**config.mk**
```make
export PLATFORM = sky130hd
export DESIGN_NAME = trenc_filter_unit
export DESIGN_NICKNAME = d
export VERILOG_FILES = /design/src/rtl/trenc_filter_unit.sv
export SDC_FILE = /design/constraint.sdc
export NUM_CORES = 1
export LEC_CHECK = 0
export ABC_AREA = 0
export ABC_CLOCK_PERIOD_IN_PS = 3860
export CORE_UTILIZATION = 47
export DETAILED_ROUTE_END_ITERATION = 8
export GPL_TIMING_DRIVEN = 1
export PLACE_DENSITY = 0.87
export SLEW_MARGIN = 20
export SYNTH_ARGS = -nofsm -noshare
export SYNTH_HDL_FRONTEND = slang
export SYNTH_SLANG_ARGS = --single-unit
export TNS_END_PERCENT = 1
```
**constraint.sdc**
```tcl
create_clock -name trenc_clk_i -period 3.86 [get_ports trenc_clk_i]
set_clock_uncertainty 0.05 [all_clocks]
set_input_delay 0.772 -clock trenc_clk_i [delete_from_list [all_inputs] [get_ports trenc_clk_i]]
set_output_delay 0.772 -clock trenc_clk_i [all_outputs]
set_load 0.005 [all_outputs]
```
**src/rtl/trenc_filter_unit.sv**
```systemverilog
// trenc_filter_unit: trace-encoder instruction filter.
// Qualifies retired uops against address-range comparators, a privilege mask
// and (optionally) a context ID, and tracks IDLE/WAIT/TRACE state.
// Build option: define TRENC_FILTER_CTX_EN to enable context matching;
// without it the context ports are present but ignored.
//
// Handshake: uop_valid_i is a pure qualifier with no ready/backpressure; a uop
// is consumed in exactly the cycle uop_valid_i is high, and every output is a
// registered reflection of the uop seen one cycle earlier.
module trenc_filter_unit #(
  parameter int NUM_CMP = 2,
  parameter int IADDR_W = 39,
  parameter int CTX_W   = 4
) (
  input  logic                       trenc_clk_i,
  input  logic                       trenc_rst_i,
  input  logic                       trenc_start_i,
  input  logic                       uop_valid_i,
  input  logic [IADDR_W-1:0]         uop_iaddr_i,
  input  logic [1:0]                 uop_priv_i,
  input  logic [CTX_W-1:0]           uop_ctx_i,
  input  logic                       cfg_filter_en_i,
  input  logic [NUM_CMP-1:0]         cfg_cmp_en_i,
  input  logic [NUM_CMP*IADDR_W-1:0] cfg_cmp_lo_i,
  input  logic [NUM_CMP*IADDR_W-1:0] cfg_cmp_hi_i,
  input  logic [3:0]                 cfg_priv_mask_i,
  input  logic                       cfg_ctx_en_i,
  input  logic [CTX_W-1:0]           cfg_ctx_i,
  output logic                       trenc_qualified_o,
  output logic                       trenc_qualified_first_o,
  output logic [1:0]                 trenc_state_o,
  output logic [15:0]                trenc_drop_cnt_o
);

  typedef enum logic [1:0] {
    ST_IDLE  = 2'd0,
    ST_WAIT  = 2'd1,
    ST_TRACE = 2'd2
  } state_e;

  state_e      state_q, state_d;
  logic        qual_q, qual_d;
  logic        first_q, first_d;
  logic [15:0] drop_cnt_q, drop_cnt_d;

  logic [NUM_CMP-1:0] cmp_hit;
  logic               addr_ok;
  logic               priv_ok;
  logic               ctx_ok;
  logic               match;

  // Range comparators: half-open [lo, hi); an empty range (lo >= hi) never hits.
  for (genvar k = 0; k < NUM_CMP; k++) begin : g_cmp
    logic [IADDR_W-1:0] lo;
    logic [IADDR_W-1:0] hi;
    assign lo         = cfg_cmp_lo_i[k*IADDR_W +: IADDR_W];
    assign hi         = cfg_cmp_hi_i[k*IADDR_W +: IADDR_W];
    assign cmp_hit[k] = cfg_cmp_en_i[k] && (lo < hi) &&
                        (uop_iaddr_i >= lo) && (uop_iaddr_i < hi);
  end

  // With no comparator enabled the address filter is transparent.
  assign addr_ok = (cfg_cmp_en_i == '0) || (|cmp_hit);
  assign priv_ok = cfg_priv_mask_i[uop_priv_i];

`ifdef TRENC_FILTER_CTX_EN
  assign ctx_ok = !cfg_ctx_en_i || (uop_ctx_i == cfg_ctx_i);
`else
  logic unused_ctx;
  assign ctx_ok     = 1'b1;
  assign unused_ctx = ^{uop_ctx_i, cfg_ctx_en_i, cfg_ctx_i};
`endif

  assign match = uop_valid_i && (!cfg_filter_en_i || (addr_ok && priv_ok && ctx_ok));

  // Next-state: dropping start wins over everything; IDLE ignores uops.
  always_comb begin
    state_d    = state_q;
    qual_d     = 1'b0;
    first_d    = 1'b0;
    drop_cnt_d = drop_cnt_q;
    if (!trenc_start_i) begin
      state_d = ST_IDLE;
    end else begin
      unique case (state_q)
        ST_IDLE: begin
          state_d    = ST_WAIT;
          drop_cnt_d = 16'd0;
        end
        ST_WAIT, ST_TRACE: begin
          if (match) begin
            qual_d  = 1'b1;
            first_d = (state_q == ST_WAIT);
            state_d = ST_TRACE;
          end else if (uop_valid_i) begin
            state_d = ST_WAIT;
            if (drop_cnt_q != 16'hFFFF) drop_cnt_d = drop_cnt_q + 16'd1;
          end
        end
        default: state_d = ST_IDLE;
      endcase
    end
  end

  // State and registered outputs; synchronous reset overrides start.
  always_ff @(posedge trenc_clk_i) begin
    if (trenc_rst_i) begin
      state_q    <= ST_IDLE;
      qual_q     <= 1'b0;
      first_q    <= 1'b0;
      drop_cnt_q <= 16'd0;
    end else begin
      state_q    <= state_d;
      qual_q     <= qual_d;
      first_q    <= first_d;
      drop_cnt_q <= drop_cnt_d;
    end
  end

  assign trenc_qualified_o       = qual_q;
  assign trenc_qualified_first_o = first_q;
  assign trenc_state_o           = state_q;
  assign trenc_drop_cnt_o        = drop_cnt_q;

endmodule

```
Word level (Yosys, flattened, before mapping)

Index checks and enable logic that the tools add are counted.

Eq/ne operators: 7
Add/sub/neg operators: 1
Reductions and logical operators: 20
Magnitude comparators: 7
Bitwise logic cells: 3
Multiplexer cells: 10

Operators with widths:

| cell                                                                  | count |
|---|---|
| 39-bit < comparator                                                   | 4 |
| 39-bit >= comparator                                                  | 2 |
| 16-bit two-way mux                                                    | 3 |
| 16-bit case mux with 2 select lines                                   | 1 |
| 16-bit by 1-bit adder with 16-bit output, second input constant       | 1 |
| 16-bit != test, second input constant                                 | 1 |
| 1-bit logical AND                                                     | 8 |
| 2-bit != test, second input constant                                  | 3 |
| 2-bit OR reduction                                                    | 3 |
| 5-bit AND reduction                                                   | 1 |
| 2-bit logical NOT                                                     | 2 |
| 2-bit two-way mux                                                     | 2 |
| 2-bit case mux with 2 select lines                                    | 1 |
| 4-bit OR reduction                                                    | 1 |
| 2-bit by 3-bit < comparator with 1-bit output, second input constant  | 1 |
| 3-bit != test, second input constant                                  | 1 |
| 1-bit NOT                                                             | 3 |
| 3-bit OR reduction                                                    | 1 |
| 1-bit binary-select mux with 2-bit select                             | 1 |
| 2-bit by 1-bit equality test with 1-bit output, second input constant | 1 |
| 2-bit equality test, second input constant                            | 1 |
| 1-bit logical OR                                                      | 2 |
| 1-bit two-way mux                                                     | 2 |
| 2-bit nonzero test                                                    | 1 |
| 1-bit logical NOT                                                     | 1 |

Input bits: 217
Register bits after elaboration: 20
Word-level logic and storage cells: 52

Depth between registers and ports, before layout

Word-level depth: 11
Gate-level depth with buffers: 14

Least setup slack after synthesis

Ideal clock, no wire load.

Kind: input-to-reg
Start point: input port cfg_cmp_lo_i[33]
End point: register drop_cnt_q[13], in the netlist trenc_drop_cnt_o[13]
Path slack: 0.388 ns
Data arrival time: 3.351 ns
Stages: 14
Library setup time: 0.072 ns
Path buffers: 2
Cells stage by stage: inv_1 -> ha_1 -> a21o_1 -> a221o_1 -> a221o_1 -> a31oi_1 -> o21ai_1 -> a21oi_2 -> a2bb2oi_4 -> nand2_2 -> buf_6 -> buf_6 -> nor4_1 -> mux2i_1

Cells in the longest elaborated chain, start to end: 11
Elaborated cells on any way between the ends: 12
Those cells by class: order compare (2); eq/ne (1); reduce/logical (9)

Ends and longest elaborated chain:

| what                              | line | RTL |
|---|---|---|
| start: declaration                | 24   | `input logic [NUM_CMP*IADDR_W-1:0] cfg_cmp_lo_i,` |
| 39-bit < comparator               | 58   | `assign cmp_hit[k] = cfg_cmp_en_i[k] && (lo < hi) &&` |
| 1-bit logical AND                 | 58   |  |
| 1-bit logical AND (*)             | 58   |  |
| 1-bit logical AND (*)             | 59   | `(uop_iaddr_i >= lo) && (uop_iaddr_i < hi);` |
| 2-bit OR reduction (*)            | 63   | `assign addr_ok = (cfg_cmp_en_i == '0) \|\| (\|cmp_hit);` |
| 1-bit logical OR (*)              | 63   |  |
| 1-bit logical AND (*)             | 74   | `assign match = uop_valid_i && (!cfg_filter_en_i \|\| (addr_ok && priv_ok && ctx_ok));` |
| 1-bit logical OR (*)              | 74   |  |
| 1-bit logical AND (*)             | 74   |  |
| 2-bit != test (no line) (*)       | n/a  |  |
| 5-bit AND reduction (no line) (*) | n/a  |  |
| end signal: assignment            | 116  | `drop_cnt_q <= drop_cnt_d;` |
| end: declaration                  | 44   | `logic [15:0] drop_cnt_q, drop_cnt_d;` |

Mark *: on every way between the ends. The rest lies on a longest branch, timed or not.
A chain may end at the register's enable or synchronous reset.

Final worst setup path

Start point: input port uop_iaddr_i[32]
End point: register drop_cnt_q[15], in the netlist trenc_drop_cnt_o[15]

Cells in the longest elaborated chain, start to end: 10
Elaborated cells on any way between the ends: 15
Those cells by class: order compare (4); eq/ne (1); reduce/logical (10)

Ends and longest elaborated chain:

| what                              | line | RTL |
|---|---|---|
| start: declaration                | 19   | `input logic [IADDR_W-1:0] uop_iaddr_i,` |
| 39-bit >= comparator              | 59   |  |
| 1-bit logical AND                 | 58   |  |
| 1-bit logical AND                 | 59   |  |
| 2-bit OR reduction (*)            | 63   |  |
| 1-bit logical OR (*)              | 63   |  |
| 1-bit logical AND (*)             | 74   |  |
| 1-bit logical OR (*)              | 74   |  |
| 1-bit logical AND (*)             | 74   |  |
| 2-bit != test (no line) (*)       | n/a  |  |
| 5-bit AND reduction (no line) (*) | n/a  |  |

Marks and branches as above.

==> key figures <==
Outcome
  – Status: completed

Pwr
  – Leakage dissipation: about 0.0052 µW
  – Total Power: between 1000 and 1500 µW
  – Max VDD drop: ~0.19 mV
  – Pwr per Cell Area: between 100 and 150 nW/µm²

STA
  – Least-Margin Pin Slew: around 680 ps
  – Final worst path period need: roughly 3800 ps
  – Fmax: between 0.2 and 0.3 GHz
  – Slew Limit Fails: 0
  – Slew headroom: 54.60%
  – Setup TNS: 0 ps
  – Final Hold Viols: 0
  – Hold slack: 449.7 ps
  – Tcrit/Tclk final: 98.20%
  – Final setup viols: 0

Worst setup path
  – Crit end category: register
  – Crit path cell chain: clkdlybuf4s50_1 -> ha_1 -> and3_4 -> a221o_1 -> a221o_1 -> a31oi_1 -> o21ai_1 -> a21oi_2 -> a2bb2oi_4 -> nand2_4 -> buf_6 -> or4_4 -> nand3_1
  – CP dominant cell by count: a221o_1
  – Worst Path Arrival: 3940 ps
  – Startpoint types: primary input
  – CP Class: primary input to register
  – CP Max Fanout: 7
  – CP max stage cell: or4_4
  – Worst Path Required: 4010 ps
  – Slowest cell delay on critical path: roughly 520 ps
  – Critical path's top delay family: compound AO/OA/AOI/OAI gates
  – CP Buf/Inv Count: 2

Yosys
  – Synth warn: 0
  – Sequential area share after synthesis: about 6.0%
  – Post-Syn Instances: 880
  – Post-Syn Area: between 6000 and 7000 µm²
  – FF+latch count, synth: 20
  – Syn_nets: around 1,300
  – Unique cell type count in the Yosys netlist: between 50 and 60
  – Dominant synthesized flop cell: dfxtp_1
  – Syn avg cell area: ~7.6 µm²
  – Number of synthesized flops with an enable pin: 0
  – Post-synth ARST share: 0%

Cells and area
  – Layout cells sized above 1: about a tenth
  – Most common cell after layout, fill and taps aside: ha_1
  – Most frequent cells in the layout: ha_1 (233), clkdlybuf4s50_1 (222), inv_1 (162)
  – Area Overhead vs Synth: 51.09%
  – Antenna diodes: 0
  – Nets: between 1,500 and 2,000
  – Post-route insts no fill: ~1,400

Drt
  – DRT iter0 DRCs: about 420
  – Drt via density: roughly 5.6
  – Remaining antenna violation count: 0
  – TritonRoute pass-1 iters: 5
  – Vias: between 7,000 and 8,000
  – Detailed-route wire length per cell: about 16 µm
  – Routed WL: between 20,000 and 25,000 µm
  – Drt drc: 0

Floorplan
  – Core region area: ~14,000 µm²
  – IO Pins: around 240
  – Initial Util: roughly 48%
  – Die W: around 120 µm
  – FP Rows: 43
  – Die Footprint: about 15,000 µm²
  – Height of the die: around 120 µm

Clock tree
  – H-tree depth reported by CTS: 1
  – CTS tree: built
  – Clock-pin slew on the worst setup and hold paths: about 60 ps
  – CTS Hold Bufs: 0
  – Clk root buf: clkbuf_16
  – Clock buffer depth: 2
  – Cts bufs inserted: 3
  – Clock sinks: 20
  – Worst skew pair latency: around 260 ps

GRT
  – Largest net degree at the start of global routing: 21
  – First-pass GRT wire length: roughly 34,000 µm
  – GRT Overall Usage: ~29%
  – Total global routing overflow: 0
  – Vias in the first global route: 7,763
  – Initial antenna violation count: 0

Placed design
  – PortBufs: between 200 and 250
  – Placed cell count: between 1,000 and 1,500
  – Final GP Congestion: between 1 and 1.5
  – HPWL Detailed: 18,630 µm

Min path
  – HP Class: register to register

Run
  – Max-cap viol count: 0
final cells by class:
cell class / count / area (µm²)
Clock buffer: 3 / 75.07
Fill cell: 1062 / 3770
Multi-Input combinational cell: 693 / 5717
Clock inverter: 1 / 30.03
Timing Repair Buffer: 321 / 3002
Sequential cell: 20 / 400.4
Inverter: 162 / 608.1
Tap cell: 180 / 225.2
flip-flops by register name, indices dropped and copies added (netlist names):
name                     cells
trenc_qualified_o            1
trenc_state_o                2
trenc_drop_cnt_o            16
trenc_qualified_first_o      1
worst reg2reg max path: cells and delay by family, from the launching register on:
kind                     cells  cell delay [ps]
flip-flops                   1              400
AO/OA/AOI/OAI                1              100
buffers and inverters        1               60
AND/OR/NAND/NOR              3             1300
multiplexers                 1              150
adder cells (fa/ha/maj)      1              400
synth_stat cells (2+ instances only):
library cell / count / area share [%]
nor2b_1: 7 / 0.66
a221o_1: 4 / 0.60
o32ai_1: 2 / 0.26
and4_1: 8 / 1.1
o41ai_1: 2 / 0.26
o2111ai_1: 2 / 0.26
ha_1: 234 / 44
inv_1: 162 / 9.1
and3_1: 7 / 0.66
o21ai_1: 5 / 0.38
mux2i_1: 6 / 0.90
dfxtp_1: 20 / 6.0
or4_1: 8 / 0.90
nor2_1: 31 / 1.7
a21o_1: 31 / 3.5
o211ai_1: 3 / 0.34
nand2b_1: 5 / 0.47
nand2_1: 65 / 3.7
a22o_1: 3 / 0.39
o21ai_0: 32 / 2.4
or3_1: 8 / 0.75
a211o_1: 3 / 0.39
nand3_1: 32 / 2.4
o311ai_1: 3 / 0.39
a221oi_1: 3 / 0.39
a211oi_1: 9 / 1.0
nor3_1: 8 / 0.60
nor4_1: 11 / 1.0
clkbuf_1: 4 / 0.23
a21oi_1: 89 / 6.7
buf_6: 2 / 0.34
a31oi_1: 14 / 1.3
nand4_1: 35 / 3.3
power breakdown:
| group | internal, µW | switching (µW) |
|---|---|---|
| Combinational | 513 | 443 |
| Clock | 206 | 88.0 |
| Sequential | 208 | 1.74 |
| Total | 927 | 533 |
final timing paths:
path                                                  startpoint                                end  slack, ps  depth (start not counted)
worst max-delay path                             uop_iaddr_i[32]  trenc_drop_cnt_o[15]$_SDFFE_PP0P_         70                         13
worst min-delay path            trenc_drop_cnt_o[5]$_SDFFE_PP0P_   trenc_drop_cnt_o[5]$_SDFFE_PP0P_        450                          2
worst max register to register     trenc_state_o[0]$_SDFFE_PP0P_   trenc_drop_cnt_o[4]$_SDFFE_PP0P_       1290                          7
worst min register to register  trenc_drop_cnt_o[5]$_SDFFE_PP0P_   trenc_drop_cnt_o[5]$_SDFFE_PP0P_        450                          2
per-layer routing:
layer,vias to the layer above,GRT usage (%),wire (µm),part of all wire (%)
met5,-,0,0,0
met2,363,54.36,10680,49
met3,49,4.182,1619,7.5
met4,0,8.488,576,2.7
met1,3510,32.35,8728,40
li1,3869,-,-,-
logic make-up (layout without fill, tap and decap cells):
family | after synthesis | after routing | share of synthesized area [%]
adder cells (fa/ha/maj) | 234 | 234 | 43.98
buffers and inverters | 168 | 487 | 9.699
AND/OR/NAND/NOR | 231 | 232 | 17.95
flip-flops | 20 | 20 | 6.015
AO/OA/AOI/OAI | 219 | 219 | 20.94
multiplexers | 8 | 8 | 1.410
repair_timing:
item	in CTS	in global routing
buffers inserted	5	0
setup endpoints to repair	11	15
pin swaps	3	8
gates resized for setup	2	24
gates cloned	1	0
stage by stage:
stage               util (%)  cell area [µm²]  worst slack [ps]
finish                 72.74            10060             69.38
global route           72.74            10060            -21.89
CTS                    71.94             9947            -14.89
detailed placement     70.76             9784            -363.2
global placement       70.76             9784            -287.9
floorplan                  -             6656             387.6
Power figures use the tool's default switching activity.
